===== src/rtl/game_flow_sequencer.sv =====
// Frame-synchronous game screen/state controller; commits screen changes only at end-of-frame.
// Optional fade-in on every transition when SCREEN_FADE_EN is defined (else fade_level is fixed at 15).
module game_flow_sequencer #(
  parameter int FRAME_Y      = 481,
  parameter int DWELL_FRAMES = 120,
  parameter int FADE_STEP    = 2
) (
  input  logic        clk_100MHz,
  input  logic        reset,
  input  logic        p_tick,
  input  logic [9:0]  x,
  input  logic [9:0]  y,
  input  logic        game_start,
  input  logic        pause,
  input  logic        win,
  input  logic        game_over,
  output logic [1:0]  screen_sel,
  output logic        game_freeze,
  output logic        game_clear,
  output logic        frame_tick,
  output logic [1:0]  frame_counter,
  output logic [27:0] frame_count,
  output logic [3:0]  fade_level
);

  localparam logic [1:0] TITLE   = 2'b00;
  localparam logic [1:0] PLAYING = 2'b01;
  localparam logic [1:0] WIN     = 2'b10;
  localparam logic [1:0] OVER    = 2'b11;

  localparam int DW = $clog2(DWELL_FRAMES + 1);
  localparam logic [DW-1:0] DWELL_MAX = DW'(DWELL_FRAMES);

  logic [1:0]    state, next_state;
  logic          start_meta, game_start_s;
  logic          pause_meta, pause_s;
  logic          pending_win, pending_over;
  logic [DW-1:0] dwell;
  logic          frame_end;
  logic          commit;
  logic          win_any, over_any;

  assign screen_sel = state;
  assign frame_end  = p_tick && (y == 10'(FRAME_Y)) && (x == 10'd0);
  assign win_any    = pending_win  || win;
  assign over_any   = pending_over || game_over;

  always_ff @(posedge clk_100MHz or posedge reset) begin
    if (reset) begin
      start_meta   <= 1'b0;
      game_start_s <= 1'b0;
      pause_meta   <= 1'b0;
      pause_s      <= 1'b0;
    end else begin
      start_meta   <= game_start;
      game_start_s <= start_meta;
      pause_meta   <= pause;
      pause_s      <= pause_meta;
    end
  end

  always_comb begin
    next_state = state;
    case (state)
      TITLE: begin
        if (game_start_s) next_state = PLAYING;
      end
      PLAYING: begin
        // Win outranks loss and abort when they land on the same commit edge.
        if (win_any)            next_state = WIN;
        else if (over_any)      next_state = OVER;
        else if (!game_start_s) next_state = TITLE;
      end
      default: begin
        if ((dwell >= DWELL_MAX) && !game_start_s) next_state = TITLE;
      end
    endcase
  end

  assign commit = frame_end && (next_state != state);

  always_ff @(posedge clk_100MHz or posedge reset) begin
    if (reset) begin
      state        <= TITLE;
      game_freeze  <= 1'b1;
      game_clear   <= 1'b0;
      frame_tick   <= 1'b0;
      pending_win  <= 1'b0;
      pending_over <= 1'b0;
      dwell        <= '0;
    end else begin
      frame_tick <= frame_end;
      game_clear <= commit && (next_state == PLAYING);
      if (commit) begin
        state       <= next_state;
        game_freeze <= (next_state != PLAYING) || pause_s;
      end else begin
        game_freeze <= (state != PLAYING) || pause_s;
      end

      if (commit) begin
        pending_win  <= 1'b0;
        pending_over <= 1'b0;
      end else if (state == PLAYING) begin
        pending_win  <= pending_win  || win;
        pending_over <= pending_over || game_over;
      end

      if (commit && ((next_state == WIN) || (next_state == OVER))) begin
        dwell <= '0;
      end else if (frame_end && ((state == WIN) || (state == OVER)) && (dwell < DWELL_MAX)) begin
        dwell <= dwell + 1'b1;
      end
    end
  end

  always_ff @(posedge clk_100MHz or posedge reset) begin
    if (reset) begin
      frame_counter <= 2'd0;
      frame_count   <= 28'd0;
    end else begin
      frame_count <= frame_count + 28'd1;
      if (frame_end) frame_counter <= frame_counter + 2'd1;
    end
  end

`ifdef SCREEN_FADE_EN
  localparam int FW = (FADE_STEP > 1) ? $clog2(FADE_STEP) : 1;
  localparam logic [FW-1:0] FADE_LAST = FW'(FADE_STEP - 1);

  logic [FW-1:0] fade_div;

  always_ff @(posedge clk_100MHz or posedge reset) begin
    if (reset) begin
      fade_level <= 4'hF;
      fade_div   <= '0;
    end else if (commit) begin
      fade_level <= 4'h0;
      fade_div   <= '0;
    end else if (frame_end) begin
      if (fade_div == FADE_LAST) begin
        fade_div <= '0;
        if (fade_level != 4'hF) fade_level <= fade_level + 4'h1;
      end else begin
        fade_div <= fade_div + 1'b1;
      end
    end
  end
`else
  assign fade_level = 4'hF;
`endif

endmodule

===== config.mk =====
export PLATFORM = sky130hd
export DESIGN_NAME = game_flow_sequencer
export DESIGN_NICKNAME = d
export VERILOG_FILES = /design/src/rtl/game_flow_sequencer.sv
export SDC_FILE = /design/constraint.sdc
export NUM_CORES = 1
export LEC_CHECK = 0
export ABC_AREA = 1
export CORE_ASPECT_RATIO = 0.75
export CORE_UTILIZATION = 40
export CTS_BUF_LIST = sky130_fd_sc_hd__clkbuf_16
export CTS_CLUSTER_SIZE = 20
export DETAILED_ROUTE_END_ITERATION = 10
export PLACE_DENSITY = 0.67
export SLEW_MARGIN = 15
export SYNTH_ARGS = -nofsm -noshare
export SYNTH_HDL_FRONTEND = slang
export SYNTH_SLANG_ARGS = --single-unit

===== constraint.sdc =====
create_clock -name clk_100MHz -period 1.7 [get_ports clk_100MHz]
set_input_delay 0.34 -clock clk_100MHz [delete_from_list [all_inputs] [get_ports clk_100MHz]]
set_output_delay 0.34 -clock clk_100MHz [all_outputs]
set_load 0.01 [all_outputs]

==> flow_summary_export.csv, run 1 <==
group,metric,value,unit
power_and_ir_drop,swShare,21.1,%
sta,period_share,97.6,%
worst_setup_path,worst-path-buf-inv,1,
worst_setup_path,cp.required,1360,ps
die,core-area,6470,um^2
worst_setup_path,crit_slowest_cell,"clkdlybuf4s50_1",
run,cap_violations,0,
synthesis,synth_area_per_cell,8.05,um^2
route,wl_per_cell,13.1,um
synthesis,ys_warn_count,0,
power_and_ir_drop,vdd_drop_max,0.431,mV
clock_tree,path_clk_slew,60,ps
power_and_ir_drop,switching_power,469,uW
die,die_area,7240,um^2
place,place_area,3540,um^2
global_routing,grtUsageTotal,19.3,%
sta,skew,11.7,ps
synthesis,ys_ff_latch,48,
sta,finalSetupViolCount,0,
finish,nNetsFinal,449,
clock_tree,cts_tree,"done",
power_and_ir_drop,combPwrFrac,6.2,%
route,vias_per_cell,4.77,
min_path,hp-class,"flip-flop to flip-flop",
finish,syn2layout_area_growth,33.6,%
clock_tree,cts.sinks,48,
power_and_ir_drop,clock_power_share,42.3,%
sta,setup_tns,0,ps
sta,fin_crit,1660,ps
global_routing,grt_pass1_wl,11.0,mm
finish,finalInstanceArea,3690,um^2
sta,final_max_slew_viol_count,0,
synthesis,syn_inst,343,
global_routing,grt_overflow_total,0,
place,globalplace.congestion,0.898,
worst_setup_path,critPathLaunchType,"flip-flop",
global_routing,antenna_found_initial,0,
clock_tree,clk_path_buf_depth,2,
worst_setup_path,crit_fanout,5,
sta,whs,350,ps
place,port_buffers,61,
synthesis,yosysUniqueCellTypes,34,
finish,nFillCells,613,
die,die_w,97.9,um
clock_tree,cts_buffers,5,
worst_setup_path,cp_slowest_stage_delay,580,ps
die,start_util,42.6,%
worst_setup_path,end_kind,"primary output",
finish,final_common_cell,"nand2_1",
clock_tree,post_cts.repair.setup_buffers,0,
sta,hold_viol_final,0,
die,io_pins,66,
sta,rsz0062_at_grt,"false",
outcome,outcome,"complete, but fails checks",
synthesis,syn_area,2760,um^2
worst_setup_path,cp_cell_sequence,"clkdlybuf4s50_1",
global_routing,grt_pass1_vias,2288,
synthesis,ys_seq_area_share,43.5,%
route,drc,1,
power_and_ir_drop,p_seq_share,51.5,%
clock_tree,cts_root_buf,"clkbuf_16",
clock_tree,clkLatencyLatePin,290,ps
clock_tree,htree_num_levels,2,
power_and_ir_drop,cellLeakagePower,1.79,nW
sta,fmax,603,MHz
route,drt_first_iter_violations,132,
worst_setup_path,worstPathArrival,1320,ps
place,dp_hpwl,5.19,mm
die,rows,25,
clock_tree,ctsHoldBuffers,0,
route,routed_wl,6.56,mm
route,drt_first_pass_iters,7,
global_routing,grt_max_degree,49,
finish,final_cell_mix,"71 x nand2_1, 60 x clkdlybuf4s50_1, 50 x nor2_1",
route,vias,2389,
power_and_ir_drop,p_int,1.76,mW
power_and_ir_drop,power_density,604,nW/um^2
die,die_h,74.0,um
finish,drive_above_1_share,13.3,%
route,antenna_left,0,
worst_setup_path,crit_type,"flip-flop to primary output",
worst_setup_path,crit_family,"buffers and inverters",
finish,antennaDiodeCount,0,
outcome,violations,"DRC",
[layer usage]
metal	vias to the layer above	share of wire (%)	wire length (um)	GRT usage (%)
li1	1217	-	-	-
met1	1117	53	3450	28.7
met2	51	42	2740	28.6
met3	4	5.0	331	4.89
met4	0	0.47	31	3.70
met5	-	0	0	0
[Yosys cell counts]
library cell | instances | area, um^2
ha_1 | 3 | 37.5
nand3_1 | 21 | 105
dfstp_2 | 1 | 26.3
dfrtp_1 | 47 | 1180
nor2_1 | 50 | 188
nand3_4 | 1 | 17.5
a21oi_1 | 2 | 10.0
conb_1 | 1 | 3.75
a21boi_1 | 1 | 7.51
buf_4 | 4 | 30.0
clkinv_1 | 2 | 7.51
nor2_4 | 6 | 67.6
nand3b_1 | 2 | 15.0
and2_1 | 1 | 6.26
nand4_1 | 13 | 81.3
nor2_2 | 5 | 31.3
nor3b_2 | 1 | 12.5
inv_1 | 43 | 161
and3_1 | 2 | 12.5
buf_2 | 1 | 5.00
nand2_1 | 71 | 267
o21ai_1 | 6 | 30.0
inv_2 | 7 | 26.3
xor2_1 | 19 | 166
nor4_1 | 2 | 12.5
nor3_2 | 1 | 10.0
nor3_1 | 7 | 35.0
nand4_2 | 3 | 37.5
nand3_2 | 1 | 10.0
nor4_2 | 1 | 12.5
xnor2_1 | 11 | 96.3
a21oi_2 | 1 | 8.76
nand2_2 | 4 | 25.0
nand2_4 | 2 | 22.5
[sequential cells by signal (all words and copies together), names as in the netlist]
name / cells
dwell: 7
frame_count: 28
frame_counter: 2
frame_tick: 1
game_clear: 1
game_freeze: 1
game_start_s: 1
pause_meta: 1
pause_s: 1
pending_over: 1
pending_win: 1
screen_sel: 2
start_meta: 1
[area by class of cell]
cell class / instances / area, um^2 / share of cell area (%)
Multi-Input combinational cell: 241 / 1350 / 36.5
Sequential cell: 48 / 1210 / 32.7
Timing Repair Buffer: 71 / 697 / 18.9
Inverter: 52 / 195 / 5.29
Clock buffer: 5 / 125 / 3.39
Tap cell: 81 / 101 / 2.75
Clock inverter: 3 / 16.3 / 0.441
[power by group through the flow]
stage / sequential (mW) / clock (mW) / combinational [mW]
2_1_floorplan: 1.17 / 0 / 0.0545
3_3_place_gp: 1.17 / 0 / 0.139
3_5_place_dp: 1.17 / 0 / 0.140
4_1_cts: 1.15 / 0.974 / 0.140
5_1_grt: 1.15 / 1.00 / 0.154
6_report: 1.15 / 0.942 / 0.138
[worst paths after layout]
| path | start | end | slack [ps] | depth (start not counted) |
|---|---|---|---|---|
| setup / recovery | frame_count[13] | frame_count[13] | 40 | 1 |
| hold / removal | start_meta | game_start_s | 350 | 0 |
| setup reg to reg | frame_count[9] | frame_count[27] | 150 | 6 |
| hold reg to reg | start_meta | game_start_s | 350 | 0 |
| max in group asynchronous | reset | game_freeze | 1010 | 3 |
| min in group asynchronous | reset | frame_count[15] | 420 | 3 |
[kinds of logic (layout without fill, tap and decap cells)]
group | count (synthesis) | after routing | share of synthesized area, %
xor gates and xnor gates | 30 | 30 | 9.52
adders and majority gates | 3 | 3 | 1.36
and+or+nand+nor | 194 | 194 | 35.1
buffers and inverters | 57 | 131 | 8.34
AOI/OAI and AO/OA | 10 | 10 | 2.04
DFF | 48 | 48 | 43.5
other | 1 | 4 | 0.136
[repair_timing]
| action | in CTS | in global routing |
|---|---|---|
| setup endpoints to repair | 3 | 3 |
| resized for setup | 3 | 3 |
| gates cloned | 0 | 0 |
[stage by stage]
| stage | total power [mW] | worst slack (ps) | std cells | util (%) |
|---|---|---|---|---|
| 2_1_floorplan | 1.22 | 217 | 346 | - |
| 3_3_place_gp | 1.31 | -152 | 493 | 54.6 |
| 3_5_place_dp | 1.31 | -163 | 493 | 54.6 |
| 4_1_cts | 2.26 | 32.8 | 501 | 56.8 |
| 5_1_grt | 2.31 | 0.830 | 501 | 57.0 |
| 6_report | 2.23 | 40.7 | 501 | 57.0 |
[worst register-to-register path, delay by kind of cell, from the launching register on]
kind | cells | cell delay, ps
and+or+nand+nor | 4 | 780
buffers and inverters | 1 | 90
xor gates and xnor gates | 1 | 140
DFF | 1 | 430
No activity file was read; power rests on OpenSTA's default activity.
==> run 2: changes to the inputs <==
- CAP_MARGIN: not set -> 20
- HOLD_SLACK_MARGIN: not set -> 0.03
==> results of run 2 <==
Final layout, timing and power as in run 1 (identical DEF).
==> run 3: changes to the inputs <==
- GPL_ROUTABILITY_DRIVEN: not set -> 0
==> results of run 3 <==
Final layout, timing and power as in run 1 (identical DEF).
